--- src/rtl/symbol_lut_ctrl.sv ---
// Sequencer for the symbol-to-code lookup buffer: loads the LUT from a config
// stream, then streams symbols through it into a 2-entry output FIFO.
module symbol_lut_ctrl #(
    parameter int SYMBOL_WIDTH = 4,
    parameter int SYMBOL_COUNT = 16,
    parameter int OUTPUT_WIDTH = 10
) (
    input  logic                    clk,
    input  logic                    rst,
    input  logic                    load_start,
    input  logic [SYMBOL_WIDTH:0]   load_len,
    input  logic                    cfg_valid,
    output logic                    cfg_ready,
    input  logic [SYMBOL_WIDTH-1:0] cfg_symbol,
    input  logic [OUTPUT_WIDTH-1:0] cfg_code,
    input  logic                    in_valid,
    output logic                    in_ready,
    input  logic [SYMBOL_WIDTH-1:0] in_symbol,
    output logic                    out_valid,
    input  logic                    out_ready,
    output logic [OUTPUT_WIDTH-1:0] out_code,
    output logic                    out_miss,
    output logic                    busy,
    output logic                    buf_config_en,
    output logic [SYMBOL_WIDTH-1:0] buf_config_symbol,
    output logic [OUTPUT_WIDTH-1:0] buf_config_output,
    output logic [SYMBOL_WIDTH-1:0] buf_symbol,
    input  logic [OUTPUT_WIDTH-1:0] buf_out
);

    typedef enum logic [1:0] {IDLE, LOAD, RUN, DRAIN} state_t;

    localparam logic [SYMBOL_WIDTH:0] LEN_MAX = (SYMBOL_WIDTH+1)'(SYMBOL_COUNT);
    localparam logic [SYMBOL_WIDTH:0] LEN_ONE = (SYMBOL_WIDTH+1)'(1);

    state_t                    state_q;
    logic [SYMBOL_WIDTH:0]     remain_q;
    logic [SYMBOL_COUNT-1:0]   loaded_q;
    logic                      inflight_q;
    logic                      inflight_miss_q;
    logic [OUTPUT_WIDTH-1:0]   fifo_code_q [2];
    logic                      fifo_miss_q [2];
    logic                      rd_ptr_q;
    logic                      wr_ptr_q;
    logic [1:0]                cnt_q;

    logic                      cfg_acc;
    logic                      in_acc;
    logic                      pop;
    logic [2:0]                occ;
    logic                      load_req;
    logic [SYMBOL_WIDTH:0]     len_clamped;

    always_comb begin
        load_req    = load_start && (load_len != '0);
        len_clamped = (load_len > LEN_MAX) ? LEN_MAX : load_len;
        cfg_acc     = (state_q == LOAD) && cfg_valid;
        pop         = (cnt_q != 2'd0) && out_ready;
        occ         = {1'b0, cnt_q} + {2'b00, inflight_q};
        // A pop in the same cycle frees a slot, which keeps 1 symbol/cycle
        // flowing while out_ready stays high.
        in_ready    = (state_q == RUN) && ((occ < 3'd2) || ((occ == 3'd2) && pop));
        in_acc      = in_valid && in_ready;
    end

    assign cfg_ready         = (state_q == LOAD);
    assign busy              = (state_q != IDLE);
    assign buf_config_en     = cfg_acc;
    assign buf_config_symbol = cfg_acc ? cfg_symbol : '0;
    assign buf_config_output = cfg_acc ? cfg_code : '0;
    assign buf_symbol        = in_acc ? in_symbol : '0;
    assign out_valid         = (cnt_q != 2'd0);
    assign out_code          = out_valid ? fifo_code_q[rd_ptr_q] : '0;
    assign out_miss          = out_valid && fifo_miss_q[rd_ptr_q];

    always_ff @(posedge clk or posedge rst) begin
        if (rst) begin
            state_q         <= IDLE;
            remain_q        <= '0;
            loaded_q        <= '0;
            inflight_q      <= 1'b0;
            inflight_miss_q <= 1'b0;
            fifo_code_q[0]  <= '0;
            fifo_code_q[1]  <= '0;
            fifo_miss_q[0]  <= 1'b0;
            fifo_miss_q[1]  <= 1'b0;
            rd_ptr_q        <= 1'b0;
            wr_ptr_q        <= 1'b0;
            cnt_q           <= 2'd0;
        end else begin
            case (state_q)
                IDLE: begin
                    if (load_req) begin
                        remain_q <= len_clamped;
                        state_q  <= LOAD;
                    end
                end
                LOAD: begin
                    if (cfg_acc) begin
                        loaded_q[cfg_symbol] <= 1'b1;
                        remain_q             <= remain_q - LEN_ONE;
                        if (remain_q == LEN_ONE) state_q <= RUN;
                    end
                end
                RUN: begin
                    if (load_req) begin
                        remain_q <= len_clamped;
                        state_q  <= DRAIN;
                    end
                end
                DRAIN: begin
                    if (!inflight_q && (cnt_q == 2'd0)) state_q <= LOAD;
                end
                default: state_q <= IDLE;
            endcase

            // Miss flag is captured with the accept so it lines up with buf_out.
            inflight_q <= in_acc;
            if (in_acc) inflight_miss_q <= !loaded_q[in_symbol];

            if (inflight_q) begin
                fifo_code_q[wr_ptr_q] <= buf_out;
                fifo_miss_q[wr_ptr_q] <= inflight_miss_q;
                wr_ptr_q              <= !wr_ptr_q;
            end
            if (pop) rd_ptr_q <= !rd_ptr_q;

            case ({inflight_q, pop})
                2'b10:   cnt_q <= cnt_q + 2'd1;
                2'b01:   cnt_q <= cnt_q - 2'd1;
                default: cnt_q <= cnt_q;
            endcase
        end
    end

endmodule

--- config.mk ---
export PLATFORM = sky130hd
export DESIGN_NAME = symbol_lut_ctrl
export DESIGN_NICKNAME = d
export VERILOG_FILES = /design/src/rtl/symbol_lut_ctrl.sv
export SDC_FILE = /design/constraint.sdc
export NUM_CORES = 1
export LEC_CHECK = 0
export ABC_AREA = 1
export CAP_MARGIN = 20
export CORE_MARGIN = 2
export CORE_UTILIZATION = 36
export DETAILED_ROUTE_END_ITERATION = 6
export GPL_ROUTABILITY_DRIVEN = 0
export PLACE_DENSITY = 0.62
export SYNTH_ARGS = -nofsm -noshare
export SYNTH_HDL_FRONTEND = slang
export SYNTH_SLANG_ARGS = --single-unit
--- constraint.sdc ---
create_clock -name clk -period 3.08 [get_ports clk]
set_clock_uncertainty 0.15 [all_clocks]
set_input_delay 0.462 -clock clk [delete_from_list [all_inputs] [get_ports clk]]
set_output_delay 0.462 -clock clk [all_outputs]
set_load 0.02 [all_outputs]
==> flow_summary.ini, run 1 <==
[run]
max-cap-violations = 0

[clock_network]
cts.sinks = 51
cts_root_buf = clkbuf_8
cts-buffers-inserted = 5
cts_hold_buf = 0
cts.path.max_buffers = 2
clkLatencyLatePin_ps = 300
cts_tree = done
post-cts-setup-buffer-count = 0
post_cts_resized = 0
clk_pin_slew_worst_paths_ps = 90
htree_levels = 2

[grt]
met2_usage = 0.266
grt_max_degree = 27
grt_pass1_wl_mm = 10.6
antenna_found_initial = 0
busiest_layer = met2
use_met3 = 0.0442
grt_util_met1 = 0.194
grt_usage = 0.156
first_global_vias = 2294
grt-ovfl-total = 0

[critical_path]
critical_path_arrival_ps = 2230
crit_chain = inv_1, ha_1, nand2_2, nor2_1, clkdlybuf4s50_1
crit_fanout = 16
crit_buf_inv = 2
startpoint_type = flip-flop
required_ps = 2470
worstSetupPathType = reg2out
crit_family = buffers and inverters
cpMaxStageDelayCell = clkdlybuf4s50_1
critPathMaxStageDelay_ps = 650
end_kind = primary output

[place]
portBuffers = 72
hpwl_mm = 4.61
dpl_worst_slack_ps = 287

[layout]
seqCellArea_um2 = 1280
fill_cells = 735
fin_util = 0.499
final_common_cell = nand2_1
multiInputGateArea_um2 = 1180
antenna_cells = 0
syn2layout_area_growth_pct = 34.2
layout.nets = 465
drive_above_1_share = 0.0530
final_cell_mix = nand2_1, clkdlybuf4s50_1, dfrtp_1, inv_1, nor2_1

[outcome]
outcome = finished, final reports clean

[min_path]
hp-class = reg2reg

[sta]
tns_ps = 0
slew_headroom = 0.534
rsz0062_at_grt = no
tightestPinTransition_ps = 699
setup_viol = 0
hold_viol_final = 0
fin_crit_sh = 0.924
fmax_mhz = 351
holdWs_ps = 336
slew_viol_final = 0
min_period_ps = 2850
fin_ws_ps = 235

[die]
ioPinCount = 73
die_h_um = 90.6
dieArea_um2 = 8210
num_rows = 31
start_util = 0.372
fp.dieW_um = 90.6
design.core.area_um2 = 7250

[synth]
ys_seq_elements = 51
synth_area_um2 = 2700
synthDistinctLibCells = 26
synth.avg_cell_area_um2 = 7.85
syn_nets = 394
synthCells = 344
ys_warn_count = 0
ys_seq_area_frac = 0.473

[pwr]
p_sw_mw = 1.40
report.power.total_mw = 3.37
p_clk_frac = 0.114
p_int_mw = 1.97
power.leakage_nw = 1.83
p_sw_frac = 0.416
peakVddDrop_uv = 351
p_seq_frac = 0.360
powerDensity_nw_per_um2 = 931
share_comb_of_total_power = 0.526

[route]
final_antenna_net_count = 0
first_pass_iters = 4
drt_iter0_drc = 93
routedWlPerCell_um = 12.1
drc = 0
num_vias = 2381
drt-total-wl_mm = 6.20
via_per_inst = 4.63
==> flip-flops by register name, summed over array words and instances (netlist names) <==
signal           count
fifo_code_q         20
loaded_q            16
remain_q             5
cnt_q                2
fifo_miss_q          2
state_q              2
inflight_miss_q      1
inflight_q           1
rd_ptr_q             1
wr_ptr_q             1
==> power by group through the flow <==
stage	Sequential [mW]	Clock [mW]	Combinational (mW)
after floorplan	1.17	0	1.19
after global placement	1.22	0	1.76
after detailed placement	1.22	0	1.79
after CTS	1.21	0.400	1.79
after global routing	1.26	0.432	1.99
final	1.22	0.385	1.77
==> synthesized netlist by cell type, drive strengths merged <==
cell / number / area [um2]
a21oi: 16 / 80.1
a22oi: 2 / 15.0
xnor2: 1 / 8.76
nor2: 35 / 156
dfrtp: 51 / 1280
o21ai: 30 / 150
nand4: 1 / 6.26
ha: 11 / 138
clkbuf: 4 / 15.0
nand2: 97 / 377
o21bai: 16 / 120
or2: 1 / 6.26
inv: 51 / 191
buf: 6 / 33.8
nand3: 19 / 100
nand3b: 1 / 7.51
xor2: 2 / 17.5
==> layer usage <==
layer | vias up | wire (um)
met3 | 8 | 365
met1 | 1094 | 2830
met4 | 0 | 69
met5 | - | 0
li1 | 1213 | -
met2 | 66 | 2930
==> layout make-up <==
type / instances / area share
flip-flops and latches: 51 / 0.352
clock buffers: 6 / 0.0228
well taps: 99 / 0.0342
clock inverters: 1 / 0.00138
inverters: 51 / 0.0528
repair buffers: 74 / 0.209
multi-input cells: 232 / 0.327
==> path summary, 6_finish.rpt <==
kind	start	to	slack [ps]	cells past startpoint
setup / recovery	state_q[1]	buf_config_symbol[0]	230	5
hold / removal	loaded_q[14]	loaded_q[14]	340	1
setup reg to reg	state_q[1]	loaded_q[13]	1210	6
hold reg to reg	loaded_q[14]	loaded_q[14]	340	1
max in group asynchronous	rst	fifo_code_q[18]	1880	3
min in group asynchronous	rst	inflight_miss_q	380	2
==> cell families (layout without fill, tap and decap cells) <==
kind of cell,Yosys count,count (layout),share of synthesized area
buf+inv,61,132,0.0890
xor+xnor,3,3,0.00974
compound gates,64,64,0.135
fa+ha+maj,11,11,0.0510
flops,51,51,0.473
simple gates,154,154,0.242
==> metrics by stage <==
step | instance area, um2 | cells
global route | 3620 | 514
floorplan | 2700 | 344
CTS | 3610 | 514
detailed placement | 3520 | 507
finish | 3620 | 514
global placement | 3520 | 507
(Power assumes the default switching activity.)
==> run 2, diff against run 1 <==
--- a/config.mk
+++ b/config.mk
@@ -5,7 +5,6 @@
 export SDC_FILE = /design/constraint.sdc
 export NUM_CORES = 1
 export LEC_CHECK = 0
-export ABC_AREA = 1
 export CAP_MARGIN = 20
 export CORE_MARGIN = 2
 export CORE_UTILIZATION = 36
==> flow_summary.ini, run 2 <==
[outcome]
outcome = finished, final reports clean

[critical_path]
crit_family = buffers and inverters
end_kind = primary output
crit_chain = inv_1, ha_1, and3_2, clkdlybuf4s50_1
rrSetupSlack_ps = 790
cpMaxStageDelayCell = clkdlybuf4s50_1
startpoint_type = flip-flop
worstSetupPathType = reg2out
critical_path_arrival_ps = 2230
critPathMaxStageDelay_ps = 620
required_ps = 2470
crit_fanout = 19
crit_buf_inv = 2

[run]
max-cap-violations = 0

[route]
drt_iter0_drc = 100
first_pass_iters = 4
drt-total-wl_mm = 5.70
num_vias = 1998
via_per_inst = 4.90
drc = 0
routedWlPerCell_um = 14.0
final_antenna_net_count = 0

[grt]
grt_usage = 0.146
first_global_vias = 2033
grt_max_degree = 52
use_met3 = 0.0436
grt_util_met1 = 0.198
grt_pass1_wl_mm = 9.71
grt-ovfl-total = 0
antenna_found_initial = 0
met2_usage = 0.232
busiest_layer = met2

[layout]
final_common_cell = clkdlybuf4s50_1
top_regs = fifo_code_q x20, loaded_q x16, remain_q x5
fill_cells = 651
largest_reg_flops = 20
layout.nets = 358
final_area_um2 = 3630
syn2layout_area_growth_pct = 37.0
antenna_cells = 0
final_cell_mix = clkdlybuf4s50_1, dfrtp_1, nor2_1, mux2_2, inv_1
top_register = fifo_code_q
drive_above_1_share = 0.159

[die]
dieArea_um2 = 8060
fp.dieW_um = 89.8
num_rows = 31
start_util = 0.369
die_h_um = 89.8
design.core.area_um2 = 7180
ioPinCount = 73

[clock_network]
clk_pin_slew_worst_paths_ps = 90
clkLatencyLatePin_ps = 310
cts.sinks = 51
htree_levels = 2
cts.path.max_buffers = 2
cts_hold_buf = 0
cts-buffers-inserted = 5
cts_root_buf = clkbuf_8
cts_tree = done

[pwr]
peakVddDrop_uv = 414
powerDensity_nw_per_um2 = 926
power.leakage_nw = 1.67

[place]
portBuffers = 72
hpwl_mm = 4.16
place_area_um2 = 3500

[sta]
fmax_mhz = 352
tightestPinTransition_ps = 681
slew_headroom = 0.546
slew_viol_final = 0
tns_ps = 0
min_period_ps = 2840
rsz0062_at_grt = no
fin_crit_sh = 0.923
setup_viol = 0
hold_viol_final = 0

[synth]
synth_flop_cell = dfrtp_1
syn_nets = 282
synthDistinctLibCells = 40
synthCells = 232
ys_seq_elements = 51
synth_top_cell_area_share = 0.482
synthTopCellsByCount = dfrtp_1, nor2_1, mux2_2
ys_warn_count = 0
synthTopCellsByArea = dfrtp_1, mux2_2, mux2i_1
async_reset_ff_frac = 1.00
synth_area_um2 = 2650
ys_seq_area_frac = 0.482
synth_edf_count = 0
yosysMostFrequentCell = dfrtp_1
synth.avg_cell_area_um2 = 11.4
synth_area_leader_cell = dfrtp_1

[min_path]
hp-class = reg2reg
==> run 2: cell count changes after synthesis, moves of 5 or more <==
cell,delta
nand2_1,-86
inv_1,-29
o21ai_0,-24
mux2_2,+21
nand3_1,-18
a21oi_1,-15
mux2i_1,+14
and3_1,+10
nor2_1,-9
o21bai_1,-7
mux4_2,+5
o21ai_1,-5
==> run 2: stage by stage <==
step	utilization	instances	setup WS (ps)	hold WS [ps]	power [mW]
6_report	0.505	408	236	322	3.36
5_1_grt	0.505	408	57.8	351	3.61
4_1_cts	0.504	408	5.13	321	3.40
3_5_place_dp	0.488	400	135	298	2.92
3_3_place_gp	0.488	400	157	295	2.88
2_1_floorplan	-	232	897	273	2.28
==> run 2: routing by layer <==
| metal | part of all wire | vias to the layer above |
|---|---|---|
| met2 | 0.47 | 58 |
| met1 | 0.47 | 955 |
| met5 | 0 | - |
| met3 | 0.059 | 5 |
| li1 | - | 980 |
| met4 | 0.0088 | 0 |
==> run 2: power by group <==
| group | total (mW) | internal, mW | switching [mW] |
|---|---|---|---|
| combinational | 1.68 | 0.887 | 0.796 |
| sequential | 1.20 | 0.978 | 0.221 |
| clock | 0.476 | 0.245 | 0.231 |
| total | 3.36 | 2.11 | 1.25 |
==> run 2: what timing repair did <==
item                                    CTS  global route
pin swaps                                 0             0
endpoints found under the setup margin    4             4
gates resized for setup                   1             5
buffers inserted                          0             0
endpoints found under the hold margin     0             0
==> run 2: worst reg2reg max path, stage by stage (launching register included) <==
cell,delay (ps)
dfrtp_1,430
inv_1,120
ha_1,470
nand2_1,140
buf_4,180
o21a_1,150
a21o_1,240
a211o_1,310
==> run 2: cells by family after synthesis <==
logic type               after synthesis  share of synthesized area
XOR/XNOR                               5                     0.0165
multiplexers                          41                      0.189
adder cells (fa/ha/maj)               11                     0.0520
AO/OA/AOI/OAI                         36                      0.103
flip-flops                            51                      0.482
buffers and inverters                 27                     0.0383
AND/OR/NAND/NOR                       61                      0.119
==> run 2: path summary, 6_finish.rpt <==
path	startpoint	cells past startpoint	to
max	state_q[1]	4	buf_config_symbol[0]
min	loaded_q[8]	2	loaded_q[8]
max reg2reg	state_q[1]	7	remain_q[0]
min reg2reg	loaded_q[8]	2	loaded_q[8]
max in group asynchronous	rst	3	cnt_q[0]
min in group asynchronous	rst	3	fifo_code_q[8]
==> run 2: layout make-up <==
type / count / area (um2) / share of cell area
Inverter: 19 / 71.3 / 0.0197
Multi-Input combinational cell: 154 / 1270 / 0.350
Timing Repair Buffer: 77 / 768 / 0.212
Sequential cell: 51 / 1280 / 0.352
Clock buffer: 5 / 68.8 / 0.0190
Tap cell: 99 / 124 / 0.0341
Clock inverter: 3 / 46.3 / 0.0128
==> RTL edit 1, RTL diff (config.mk and constraints of run 2) <==
`OUTPUT_WIDTH`: 10 -> 12.
--- a/src/rtl/symbol_lut_ctrl.sv
+++ b/src/rtl/symbol_lut_ctrl.sv
@@ -5,3 +5,3 @@
     parameter int SYMBOL_COUNT = 16,
-    parameter int OUTPUT_WIDTH = 10
+    parameter int OUTPUT_WIDTH = 12
 ) (
Interface: changed (resized buf_config_output, buf_out, cfg_code and out_code); port bits go from 73 to 81. No check against the original RTL was run, so the function may have changed too.
==> RTL edit 1 against run 2 <==
- area after synthesis increased by 7.7%
- hold slack worse by 0.12 ns
- core utilization decreased by 0.061 points
- final area is 7.0% higher
- routed wire length is 7.5% higher
- power up 8.5%
- worst setup slack improved by 0.078 ns
- synthesized cell count is 7.8% higher
- sequential cell count rose by 4
==> RTL edit 1: results (changes against run 2) <==
[outcome]
outcome=finished, final reports clean

[clock_network]
htreeDepth=2  ; unchanged
postCtsSetupBuffers=0  ; unchanged
insertion_delay_ns=0.30
numCtsBuffers=5  ; unchanged
path_clk_slew_ns=0.09  ; about the same

[drt]
drtIter0Drc=70  ; -30%
first_pass_iters=4  ; unchanged
wl_per_cell_um=14.2  ; +1.6%
viasPerCell=4.92  ; +0.45%

[logic_synthesis]
avgSynthCellArea_um2=11.4  ; about the same
ys_seq_area_frac=0.483  ; +0.000626
yosysWarnings=0  ; unchanged
syn-num-nets=304  ; +7.8%
yosys_register_bits=55  ; +7.8%
synth_edf_count=0  ; unchanged
synth_common_cells=dfrtp_1, mux2_2, nor2_1
synth_cell_type_count=43  ; +7.5%
synth_top_cells_by_area=dfrtp_1, mux2_2, mux2i_1, ha_1, mux4_2

[setup_path]
cpPeakStageDelay_ns=0.61
cp_max_fo=21  ; +2
critPathArrivalTime_ns=2.15  ; -0.08 ns
worst-r2r-cell-count=5  ; -2

[grt]
grt_max_degree=51  ; -1.9%
grt_pass1_vias=2213  ; +8.9%
grt.total_usage=0.152  ; +0.00633
grt_pass1_wl_um=10500  ; +8.5%
antenna_found_initial=0  ; unchanged

[placement]
pre_cts_ws_ns=0.0861  ; -0.0494 ns
dp_hpwl_um=4600  ; +11%
placed_cell_area_um2=3760  ; +7.5%
port_buffers=80  ; +11%

[final_layout]
final_layout_size_suffix_gt1_frac=0.148  ; -0.0101
nets=384  ; +7.3%
fin_cells=432  ; +5.9%
diodes=0  ; unchanged
largestRegisters=fifo_code_q (24), loaded_q (16), remain_q (5)

[sta]
worstMarginPinSlew_ns=0.683  ; +0.00130 ns

[min_path]
hold_class=primary input to async pin

[power]
leakage_nw=1.79  ; +6.9%
vdd_drop_max_uv=265  ; -36%

==> RTL edit 1: cells by family after synthesis <==
kind of cell / after synthesis / synth area share
fa+ha+maj: 11 / 0.0483
mux: 46 / 0.194
xor+xnor: 5 / 0.0154
compound gates: 37 / 0.0983
flops: 55 / 0.483
buf+inv: 30 / 0.0412
simple gates: 66 / 0.120
==> RTL edit 1: final timing paths <==
path	start	endpoint	slack [ns]
worst max-delay path	state_q[1]	buf_config_en	0.31
worst min-delay path	rst	state_q[0]	0.20
worst max register to register	state_q[0]	state_q[1]	0.81
worst min register to register	loaded_q[0]	loaded_q[0]	0.32
max in group asynchronous	rst	cnt_q[0]	1.71
min in group clk	loaded_q[0]	loaded_q[0]	0.32
==> RTL edit 1: layout make-up <==
type / instances / area (um2)
sequential: 55 / 1380
clock buffer: 6 / 72.6
timing repair buffer: 84 / 841
multi-input combinational: 165 / 1360
tap: 102 / 128
inverter: 19 / 71.3
fill: 722 / 3810
clock inverter: 1 / 30.0
==> RTL edit 1: power by group <==
part	internal [mW]	leakage, nW	switching [mW]
logic	0.997	1.10	0.918
clock network	0.239	0.0513	0.224
registers	1.06	0.636	0.204
total	2.30	1.79	1.35
==> RTL edit 1: metal layers <==
metal,global-route usage,wire length (um),vias to the layer above
met5,0,0,-
met4,0.0331,44,0
met3,0.0419,405,4
met2,0.251,2900,68
met1,0.201,2780,1013
li1,-,-,1040
==> RTL edit 1: what timing repair did <==
item	4_1_cts	5_1_grt
hold buffers	0	0
cloned	0	0
resized for setup	1	6
endpoints found under the setup margin	4	6
==> RTL edit 1: critical path: cells and delay by family (launching register included) <==
family	cells	cell delay (ns)
flops	1	0.42
fa+ha+maj	1	0.38
buf+inv	3	0.83
simple gates	1	0.22
==> RTL edit 2, RTL diff (flow settings as in run 2) <==
Without the edit above. Add an input register stage for `cfg_symbol`, cleared by the reset; this delays it by one clock. The other inputs are not delayed to match.
--- a/src/rtl/symbol_lut_ctrl.sv
+++ b/src/rtl/symbol_lut_ctrl.sv
@@ -35,2 +35,12 @@
 
+    logic [SYMBOL_WIDTH-1:0] cfg_symbol_q;
+
+    always_ff @(posedge clk or posedge rst) begin
+        if (rst) begin
+            cfg_symbol_q <= '0;
+        end else begin
+            cfg_symbol_q <= cfg_symbol;
+        end
+    end
+
     state_t                    state_q;
@@ -68,3 +78,3 @@
     assign buf_config_en     = cfg_acc;
-    assign buf_config_symbol = cfg_acc ? cfg_symbol : '0;
+    assign buf_config_symbol = cfg_acc ? cfg_symbol_q : '0;
     assign buf_config_output = cfg_acc ? cfg_code : '0;
@@ -99,3 +109,3 @@
                     if (cfg_acc) begin
-                        loaded_q[cfg_symbol] <= 1'b1;
+                        loaded_q[cfg_symbol_q] <= 1'b1;
                         remain_q             <= remain_q - LEN_ONE;
Behaviour: not the same (Yosys sat finds a counterexample within 4 cycles, from zero or initial values and one cycle with rst high).
==> RTL edit 2 against run 2 <==
- power up 2.7%
- worst setup slack better by 0.11 ns
- final area up 4.1%
- routed wire length up 6.4%
- area after synthesis up 4.8%
- synthesized cell count up 2.2%
- sequential cell count up 4
- critical endpoint unchanged
==> RTL edit 2: results (changes against run 2) <==
[outcome]
outcome=finished, final reports clean

[power]
p_int_mw=2.18  ; +3.4%
vdd_drop_max_uv=323  ; -22%
leakage_nw=1.74  ; +4.2%

[clock_network]
clockBufferDepth=2  ; unchanged
clock-root-buffer=clkbuf_8
path_clk_slew_ns=0.09  ; about the same
insertion_delay_ns=0.30
htreeDepth=2  ; unchanged
numCtsBuffers=5  ; unchanged
clkSinkCount=55  ; +7.8%

[grt]
grt_max_degree=31  ; -40%
grt_pass1_vias=2180  ; +7.2%
grt_pass1_wl_um=10500  ; +7.9%
grt.total_usage=0.154  ; +0.00864
use_met2=0.263  ; +0.0312
met1_usage=0.194  ; -0.00442
met3_usage=0.0468  ; +0.00325
antenna_found_initial=0  ; unchanged

[setup_path]
startpoint_type=register
cp_max_fo=19  ; unchanged
rr_startpoint=state_q[1]
worst-r2r-cell-count=7  ; unchanged
r2r_slack_ns=0.90  ; +0.11 ns
critPathArrivalTime_ns=2.12  ; -0.11 ns

[final_layout]
largest_register=fifo_code_q
nets=365  ; +2.0%
diodes=0  ; unchanged
largestRegisters=fifo_code_q (20), loaded_q (16), remain_q (5)
final_layout_size_suffix_gt1_frac=0.158  ; -0.000348

[logic_synthesis]
synth_top_flop_cell=dfrtp_1
synth_top_cells_by_area=dfrtp_1, mux2_2, mux2i_1, ha_1, mux4_1
synth_cell_type_count=41  ; +2.5%
async_flop_share=1.00  ; unchanged
ys_seq_area_frac=0.496  ; +0.0141
synth_common_cells=dfrtp_1, nor2_1, mux2_2
syn-num-nets=287  ; +1.8%
yosysWarnings=0  ; unchanged

[min_path]
worstHoldStart=loaded_q[4]
hold_class=register to register
min_delay_path_depth=2  ; unchanged

[placement]
dp_hpwl_um=4520  ; +8.8%
placed_cell_area_um2=3650  ; +4.3%
port_buffers=72  ; unchanged

[drt]
num_vias=2057  ; +3.0%
drc=0  ; unchanged
routed_wirelength_um=6060  ; +6.4%
drtIter0Drc=68  ; -32%
first_pass_iters=4  ; unchanged

[sta]
relSlewSlack=0.554  ; +0.00859
fmax_ghz=0.366  ; +4.2%

[RTL edit 2: layer usage]
layer,wire length (um),vias up
met5,0,-
met4,45,0
met3,376,5
met2,2840,65
met1,2800,994
li1,-,993
[RTL edit 2: metrics by stage]
stage | hold slack [ns] | setup WS [ns] | std cells
2_1_floorplan | 0.270 | 0.894 | 237
3_3_place_gp | 0.294 | 0.164 | 409
3_5_place_dp | 0.296 | 0.153 | 409
4_1_cts | 0.319 | 0.0137 | 418
5_1_grt | 0.330 | 0.203 | 418
6_report | 0.314 | 0.351 | 418
[RTL edit 2: repair_timing]
action,4_1_cts,5_1_grt
gates resized for setup,1,6
endpoints found under the setup margin,4,5
gates cloned,0,0
hold endpoints to repair,0,0
buffers inserted,1,0
[RTL edit 2: worst paths after layout]
| kind | end |
|---|---|
| max in group asynchronous | inflight_q |
| min | loaded_q[4] |
| max reg2reg | remain_q[2] |
| min in group asynchronous | state_q[0] |
| max | buf_config_symbol[0] |
| min reg2reg | loaded_q[4] |
[RTL edit 2: critical path: stages (launching register included)]
cell and delay, ns:
dfrtp_1 0.43, inv_1 0.12, ha_2 0.36, and3_2 0.28
clkdlybuf4s50_1 0.62
[RTL edit 2: layout make-up]
cell class	count	area, um2
Clock buffer	7	96.3
Clock inverter	1	7.51
Fill cell	727	3830
Inverter	18	67.6
Multi-Input combinational cell	156	1300
Sequential cell	55	1380
Tap cell	102	128
Timing Repair Buffer	79	796
[RTL edit 2: power groups by stage]
stage / Sequential, mW / Combinational (mW) / Clock, mW
after floorplan: 1.19 / 1.19 / 0
after global placement: 1.27 / 1.73 / 0
after detailed placement: 1.28 / 1.76 / 0
after CTS: 1.26 / 1.78 / 0.452
after global routing: 1.31 / 1.93 / 0.472
final: 1.26 / 1.76 / 0.428
[RTL edit 2: logic make-up after synthesis]
family,synth area share
adders and majority gates,0.0496
xor gates and xnor gates,0.0158
muxes,0.183
buffers and inverters,0.0352
and+or+nand+nor,0.116
DFF,0.496
AOI/OAI and AO/OA,0.104
